File: src/rtl/md5_block_engine.sv
// MD5 compression engine: 64 steps on one 512-bit block, UNROLL steps per clock, with chaining.
// Define MD5_FEEDFORWARD_EN to add the saved IV into the result (true MD5 chaining value).
module md5_block_engine #(
  parameter int unsigned UNROLL = 1
) (
  input  logic         clk,
  input  logic         reset,
  input  logic         start,
  output logic         ready,
  input  logic         chain,
  input  logic [511:0] msg,
  input  logic [31:0]  a_in,
  input  logic [31:0]  b_in,
  input  logic [31:0]  c_in,
  input  logic [31:0]  d_in,
  output logic         valid,
  input  logic         out_ready,
  output logic [31:0]  a_out,
  output logic [31:0]  b_out,
  output logic [31:0]  c_out,
  output logic [31:0]  d_out,
  output logic         busy
);

  if (UNROLL != 1 && UNROLL != 2 && UNROLL != 4) begin : g_bad_unroll
    $error("md5_block_engine: UNROLL must be 1, 2 or 4");
  end

  localparam logic [1:0] IDLE  = 2'd0;
  localparam logic [1:0] RUN   = 2'd1;
  localparam logic [1:0] FINAL = 2'd2;
  localparam logic [1:0] DONE  = 2'd3;

  localparam logic [31:0] K_TAB [64] = '{
    32'hd76aa478, 32'he8c7b756, 32'h242070db, 32'hc1bdceee, 32'hf57c0faf, 32'h4787c62a, 32'ha8304613, 32'hfd469501,
    32'h698098d8, 32'h8b44f7af, 32'hffff5bb1, 32'h895cd7be, 32'h6b901122, 32'hfd987193, 32'ha679438e, 32'h49b40821,
    32'hf61e2562, 32'hc040b340, 32'h265e5a51, 32'he9b6c7aa, 32'hd62f105d, 32'h02441453, 32'hd8a1e681, 32'he7d3fbc8,
    32'h21e1cde6, 32'hc33707d6, 32'hf4d50d87, 32'h455a14ed, 32'ha9e3e905, 32'hfcefa3f8, 32'h676f02d9, 32'h8d2a4c8a,
    32'hfffa3942, 32'h8771f681, 32'h6d9d6122, 32'hfde5380c, 32'ha4beea44, 32'h4bdecfa9, 32'hf6bb4b60, 32'hbebfbc70,
    32'h289b7ec6, 32'heaa127fa, 32'hd4ef3085, 32'h04881d05, 32'hd9d4d039, 32'he6db99e5, 32'h1fa27cf8, 32'hc4ac5665,
    32'hf4292244, 32'h432aff97, 32'hab9423a7, 32'hfc93a039, 32'h655b59c3, 32'h8f0ccc92, 32'hffeff47d, 32'h85845dd1,
    32'h6fa87e4f, 32'hfe2ce6e0, 32'ha3014314, 32'h4e0811a1, 32'hf7537e82, 32'hbd3af235, 32'h2ad7d2bb, 32'heb86d391
  };

  // Shift amount depends only on the round and step mod 4
  localparam logic [4:0] S_TAB [16] = '{
    5'd7, 5'd12, 5'd17, 5'd22, 5'd5, 5'd9, 5'd14, 5'd20,
    5'd4, 5'd11, 5'd16, 5'd23, 5'd6, 5'd10, 5'd15, 5'd21
  };

  function automatic logic [31:0] rotl(input logic [31:0] x, input logic [4:0] s);
    logic [63:0] t;
    t = {x, x} << s;
    return t[63:32];
  endfunction

  logic [1:0]   state;
  logic [5:0]   cnt;
  logic [511:0] blk;
  logic [31:0]  ra, rb, rc, rd;
  logic [31:0]  ia, ib, ic, id;
  logic [31:0]  na, nb, nc, nd;
  logic [31:0]  f, t;
  logic [5:0]   idx;
  logic [3:0]   g, lo;
`ifdef MD5_FEEDFORWARD_EN
  logic [31:0]  s0, s1, s2, s3;
`endif

  assign ia = chain ? a_out : a_in;
  assign ib = chain ? b_out : b_in;
  assign ic = chain ? c_out : c_in;
  assign id = chain ? d_out : d_in;

  assign ready = (state == IDLE);
  assign valid = (state == DONE);
  assign busy  = (state == RUN) || (state == FINAL);

  always_comb begin
    na  = ra;
    nb  = rb;
    nc  = rc;
    nd  = rd;
    f   = '0;
    t   = '0;
    idx = '0;
    g   = '0;
    lo  = '0;
    for (int unsigned u = 0; u < UNROLL; u++) begin
      idx = cnt + 6'(u);
      lo  = idx[3:0];
      case (idx[5:4])
        2'd0:    begin f = (nb & nc) | (~nb & nd); g = lo;                end
        2'd1:    begin f = (nd & nb) | (~nd & nc); g = lo * 4'd5 + 4'd1;  end
        2'd2:    begin f = nb ^ nc ^ nd;           g = lo * 4'd3 + 4'd5;  end
        default: begin f = nc ^ (nb | ~nd);        g = lo * 4'd7;         end
      endcase
      t  = na + f + K_TAB[idx] + blk[{g, 5'd0} +: 32];
      t  = nb + rotl(t, S_TAB[{idx[5:4], idx[1:0]}]);
      na = nd;
      nd = nc;
      nc = nb;
      nb = t;
    end
  end

  always_ff @(posedge clk) begin
    if (reset) begin
      state <= IDLE;
      cnt   <= '0;
      a_out <= '0;
      b_out <= '0;
      c_out <= '0;
      d_out <= '0;
    end else begin
      case (state)
        IDLE: begin
          if (start) begin
            blk   <= msg;
            ra    <= ia;
            rb    <= ib;
            rc    <= ic;
            rd    <= id;
`ifdef MD5_FEEDFORWARD_EN
            s0    <= ia;
            s1    <= ib;
            s2    <= ic;
            s3    <= id;
`endif
            cnt   <= '0;
            state <= RUN;
          end
        end
        RUN: begin
          ra  <= na;
          rb  <= nb;
          rc  <= nc;
          rd  <= nd;
          cnt <= cnt + 6'(UNROLL);
          if (cnt == 6'(64 - UNROLL)) state <= FINAL;
        end
        FINAL: begin
`ifdef MD5_FEEDFORWARD_EN
          a_out <= s0 + ra;
          b_out <= s1 + rb;
          c_out <= s2 + rc;
          d_out <= s3 + rd;
`else
          a_out <= ra;
          b_out <= rb;
          c_out <= rc;
          d_out <= rd;
`endif
          state <= DONE;
        end
        default: begin
          if (out_ready) state <= IDLE;
        end
      endcase
    end
  end

endmodule

File: config.mk
export PLATFORM = sky130hd
export DESIGN_NAME = md5_block_engine
export DESIGN_NICKNAME = d
export VERILOG_FILES = /design/src/rtl/md5_block_engine.sv
export SDC_FILE = /design/constraint.sdc
export NUM_CORES = 2
export LEC_CHECK = 0
export CAP_MARGIN = 0
export CORE_ASPECT_RATIO = 1.25
export CORE_MARGIN = 2
export CORE_UTILIZATION = 30
export DETAILED_ROUTE_END_ITERATION = 8
export PLACE_DENSITY = 0.5
export SLEW_MARGIN = 15
export SYNTH_ARGS = -nofsm -noshare
export SYNTH_HDL_FRONTEND = slang
export SYNTH_SLANG_ARGS = --single-unit
File: constraint.sdc
create_clock -name clk -period 37.8 [get_ports clk]
set_input_delay 9.45 -clock clk [delete_from_list [all_inputs] [get_ports clk]]
set_output_delay 9.45 -clock clk [all_outputs]
set_load 0.02 [all_outputs]
Word-level counts from Yosys, hierarchy flattened
Memory sizes are Yosys's and may differ from the RTL's.
Index checks and enable logic that the tools add are counted.
{"block": "classes", "n_addsub": 7, "mul": 3, "order_cmp": 2, "n_eq_ne": 8, "shift": 2, "n_mux": 24, "bitwise": 15, "n_reduce_logical": 9}
{"operator": "indexed part select 512 x 10 -> 32 bit", "count": 1}
{"operator": "2-to-1 mux 32 bit", "count": 10}
{"operator": "one-hot mux 32 bit (2 select lines)", "count": 4}
{"operator": "adder 32 bit", "count": 4}
{"operator": "bitwise AND 32 bit", "count": 4}
{"operator": "OR 32 bit", "count": 3}
{"operator": "one-hot mux 32 bit (3 select lines)", "count": 1}
{"operator": "XOR 32 bit", "count": 3}
{"operator": "NOT 32 bit", "count": 2}
{"operator": "<< shifter 64 x 5 -> 64 bit", "count": 1}
{"operator": "one-hot mux 4 bit (3 select lines)", "count": 1}
{"operator": "one-hot mux 6 bit (2 select lines)", "count": 1}
{"operator": "2-to-1 mux 5 bit", "count": 2}
{"operator": "AND reduction 3 bit", "count": 3}
{"operator": "multiplier 4 x 3 -> 4 bit (second input constant)", "count": 2}
{"operator": "greater-or-equal comparator 7 bit (second input constant)", "count": 1}
{"operator": "NOT 6 -> 7 bit", "count": 1}
{"operator": "adder 6 x 1 -> 6 bit (second input constant)", "count": 1}
{"operator": "== test 2 bit (second input constant)", "count": 3}
{"operator": "== test 6 bit (second input constant)", "count": 1}
{"operator": "2-to-1 mux 2 bit", "count": 3}
{"operator": "2-to-1 mux 6 bit", "count": 1}
{"operator": "one-hot mux 2 bit (3 select lines)", "count": 1}
{"operator": "greater-or-equal comparator 5 bit (second input constant)", "count": 1}
{"operator": "13 further kinds", "count": 15}
{"block": "totals", "ff_bits": 776, "rom_bits": 2128, "memories": 2}
{"name": "(name not given)", "depth": 64, "word_bits": 32, "rd": 1, "rd_ports_with_merged_regs": 0, "write_ports": 0, "line_no": "98", "source": "t = na + f + K_TAB[idx] + blk[{g, 5'd0} +: 32];"}
{"name": "(name not given)", "depth": 16, "word_bits": 5, "rd": 1, "rd_ports_with_merged_regs": 0, "write_ports": 0, "line_no": "99", "source": "t = nb + rotl(t, S_TAB[{idx[5:4], idx[1:0]}]);"}

Longest topological paths before layout
{"block": "depth", "ltp_word": 10, "mapped_depth": 45, "depth_no_buf": 40}

Worst setup path after synthesis
No wires, ideal clock.
{"block": "synth_path", "path_type": "input -> register", "startpoint": "input port reset", "endpoint": "register blk[0], enable pin", "arrival_ns": 31.267, "slack_ns": 5.132, "cell_stages": 4, "n_path_buf": 3, "path_cell_list": "clkbuf_1 > clkbuf_1 > buf_1 > nor2_1"}
{"block": "synth_via", "elab_chain_cells": 2}
{"element": "start: declaration", "line_no": "7", "source": "input logic reset,"}
{"element": "NOT 1 bit (no line)"}
{"element": "AND reduction 3 bit (no line)"}
{"element": "end signal: assignment", "line_no": "119", "source": "blk <= msg;"}
{"element": "end: declaration", "line_no": "59", "source": "logic [511:0] blk;"}
No other way between the ends.
A chain may end at the register's enable or synchronous reset.

Final worst setup path
{"block": "layout_path", "startpoint": "input port start", "endpoint": "register blk[108], enable pin"}
{"block": "layout_via", "elab_chain_cells": 1}
{"element": "start: declaration", "line_no": "8", "source": "input logic start,"}
{"element": "AND reduction 3 bit (no line)"}
No other way between the ends.

==> metrics.cfg <==
[clock_tree]
ctsResizeCount = 0
h-tree-depth = 3
clock_latency_ns = 0.73
root_buffer = clkbuf_16
tritoncts = done
cts.sinks = 776
cts_made_buffers = 85
clk_pin_slew_ns = 0.06
cts_setup_buffers = 0
clockBufferDepth = 3
hold_buffers = 0

[synthesis]
synth_top_family_by_area = multiplexers
synth_fp_nets = 4577
synth_most_common_cell = edfxtp_1
synthDistinctLibCells = 87
ys.flop_type = edfxtp_1
avgSynthCellArea_sq_um = 11.5
ys_seq_elements = 776
synth_top_area_cell = edfxtp_1
synthMuxAreaShare_pct = 16.8
syn-cell-area_sq_mm = 0.0433
ys_async_sr_fraction_pct = 0
ys_seq_area_share_pct = 50.6
netlist.area_leader.share_pct = 44.3
yosys_warnings = 0
synth_area_leaders = edfxtp_1 (44%), mux2i_1 (8.2%), mux4_2 (7.0%)
synthXorXnorAreaFrac_pct = 2.15
synthSimpleGateAreaFrac_pct = 9.02
synth_compound_area_share_pct = 12.0
postSynthCellCount = 3774
synth_edf_count = 640
synth_fa_ha_area_share_pct = 5.69
synthTopCellsByCount = edfxtp_1 (640), nand2_1 (368), mux2i_1 (357)

[worst_setup_path]
r2r_slack_ns = 25.53
r2r-start = cnt[2]
slowest_stage = buf_12
cp-start-kind = input port
path_depth = 6
crit_end = blk[108]
crit_family = buffers and inverters
path_buf_inv = 4
cpPeakStageDelay_ns = 0.71
worstRegToRegCells = 38
crit_fanout = 192
path_common_cell = buf_12
worstReg2RegEnd = nc[31]
crit_required_ns = 38.12
path_cells = clkdlybuf4s50_1, nand2_1, nor2_4, buf_4, buf_12, buf_12
cp-end-kind = register
path_class = input port to register
cp-startpoint = start
critPathArrivalTime_ns = 12.76

[cells_and_area]
stdcell_count = 6378
final_net_count = 5222
largest_register_ffs = 512
syn_to_final_growth_pct = 28.5
ff_latch_area_sq_mm = 0.0220
nFillCells = 13900
layout-drive-gt1-share_pct = 9.21
regMostFlops = blk
multiInputGateArea_sq_mm = 0.0199

[drt]
routed-via-count = 32800
drtIter0Drc = 2461
drcViolationCount = 0
wl_per_cell_um = 25.4
first_pass_iters = 6
drt-total-wl_um = 162000
antenna_left = 0
routed_via_density = 5.14

[grt]
overflow = 0
grt_max_degree = 193
grt.total_usage_pct = 21.4
antenna_found_initial = 27
grt_pass1_vias = 32700
grt_pass1_wl_um = 230000

[power_and_ir_drop]
cellPowerDensity_mw_per_mm2 = 114
cellLeakagePower_nw = 20.0
ir_drop_v = 0.0000985

[sta]
setup_viol_count_final = 0
hold_viol = 0
worstMarginPinSlew_ns = 1.16
period_share_pct = 32.9
slew_headroom_pct = 22.9
max_freq_ghz = 0.0804
tns_ns = 0
clock-skew-final_ns = 0.0429
rsz0062_at_grt = false
final.min_clock_period_ns = 12.44
slew_viol_final = 0

[hold_path]
min_path_type = register to register

[placed_design]
place_inst = 6215
port_buffers = 775
gp_congestion = 0.952
hpwl_um = 123000

[floorplan]
core-area_sq_mm = 0.143
ioPinCount = 776
fp.dieW_um = 344
row_count = 155
dieArea_sq_mm = 0.148
die-height_um = 429
initial_core_util_pct = 30.3

[outcome]
status = finished clean

[run]
drv_cap = 0

power breakdown:
part	total (mW)	internal [mW]	switching (mW)	leakage, nW
registers	1.32	1.14	0.178	7.07
clock network	0.818	0.454	0.364	1.32
logic	4.23	1.77	2.46	11.6
cell families after synthesis:
logic type      after synthesis
xor+xnor                    102
mux                         551
fa+ha+maj                   158
buf+inv                     419
compound gates              841
simple gates                927
flops                       776
per-stage QoR:
step                util [%]  power [mW]  hold WS [ns]  area (sq um)  worst slack [ns]
floorplan                  -        4.36         0.483         43300              5.13
global placement        37.0        5.52         0.496         53000             24.80
detailed placement      37.0        5.53         0.509         53000             24.77
CTS                     38.9        6.38         0.524         55700             25.44
global route            38.9        6.84         0.547         55700             24.65
finish                  38.9        6.37         0.520         55700             25.36
layout by cell type (no fill, tap or decap), types with 12 or more instances in the layout:
cell / n
clkdlybuf4s50_1: 773
edfxtp_1: 640
nand2_1: 368
mux2i_1: 356
nor2_1: 337
o21ai_0: 256
a21oi_1: 224
inv_1: 142
mux4_2: 134
dfxtp_1: 131
ha_1: 91
nor3_1: 87
clkbuf_16: 87
xnor2_1: 74
fa_1: 65
mux2_2: 57
buf_4: 51
a31oi_1: 49
nand3_1: 42
a21o_1: 41
a22oi_1: 38
o211ai_1: 35
a211oi_1: 35
clkbuf_1: 24
xor2_1: 22
o22ai_1: 17
or3_1: 16
clkinv_1: 15
clkinv_2: 14
o221ai_1: 12
o21a_1: 12
worst register-to-register path, delay by kind of cell, from the launching register on:
family / cells / cell delay, ns
buf+inv: 5 / 1.45
simple gates: 7 / 1.68
mux: 2 / 0.58
xor+xnor: 3 / 0.79
flops: 1 / 0.84
fa+ha+maj: 6 / 2.32
compound gates: 15 / 4.34
worst min-delay path by stage:
stage | end | depth (start not counted) | slack [ns] | start
floorplan | a_out[0] | 2 | 0.48 | ra[0]
global placement | a_out[0] | 2 | 0.50 | ra[0]
detailed placement | d_out[7] | 2 | 0.51 | d_out[7]
CTS | a_out[18] | 2 | 0.52 | a_out[18]
global route | a_out[14] | 2 | 0.55 | a_out[14]
finish | a_out[18] | 2 | 0.52 | a_out[18]
metal layers:
layer	vias up	GRT usage (%)	routed length, um
li1	15300	-	-
met2	1225	35.7	78100
met1	15900	26.3	65300
met3	262	4.43	10500
met5	-	0	270
met4	42	10.2	7770
final cells by class:
cell class | instances | share of cell area (%)
antenna | 9 | 0.0404
clock buffer | 113 | 4.12
clock inverter | 40 | 0.739
inverter | 147 | 0.990
multi-input combinational | 2579 | 35.7
sequential | 776 | 39.4
tap | 1884 | 4.23
timing repair buffer | 830 | 14.8
Power figures use the tool's default switching activity.
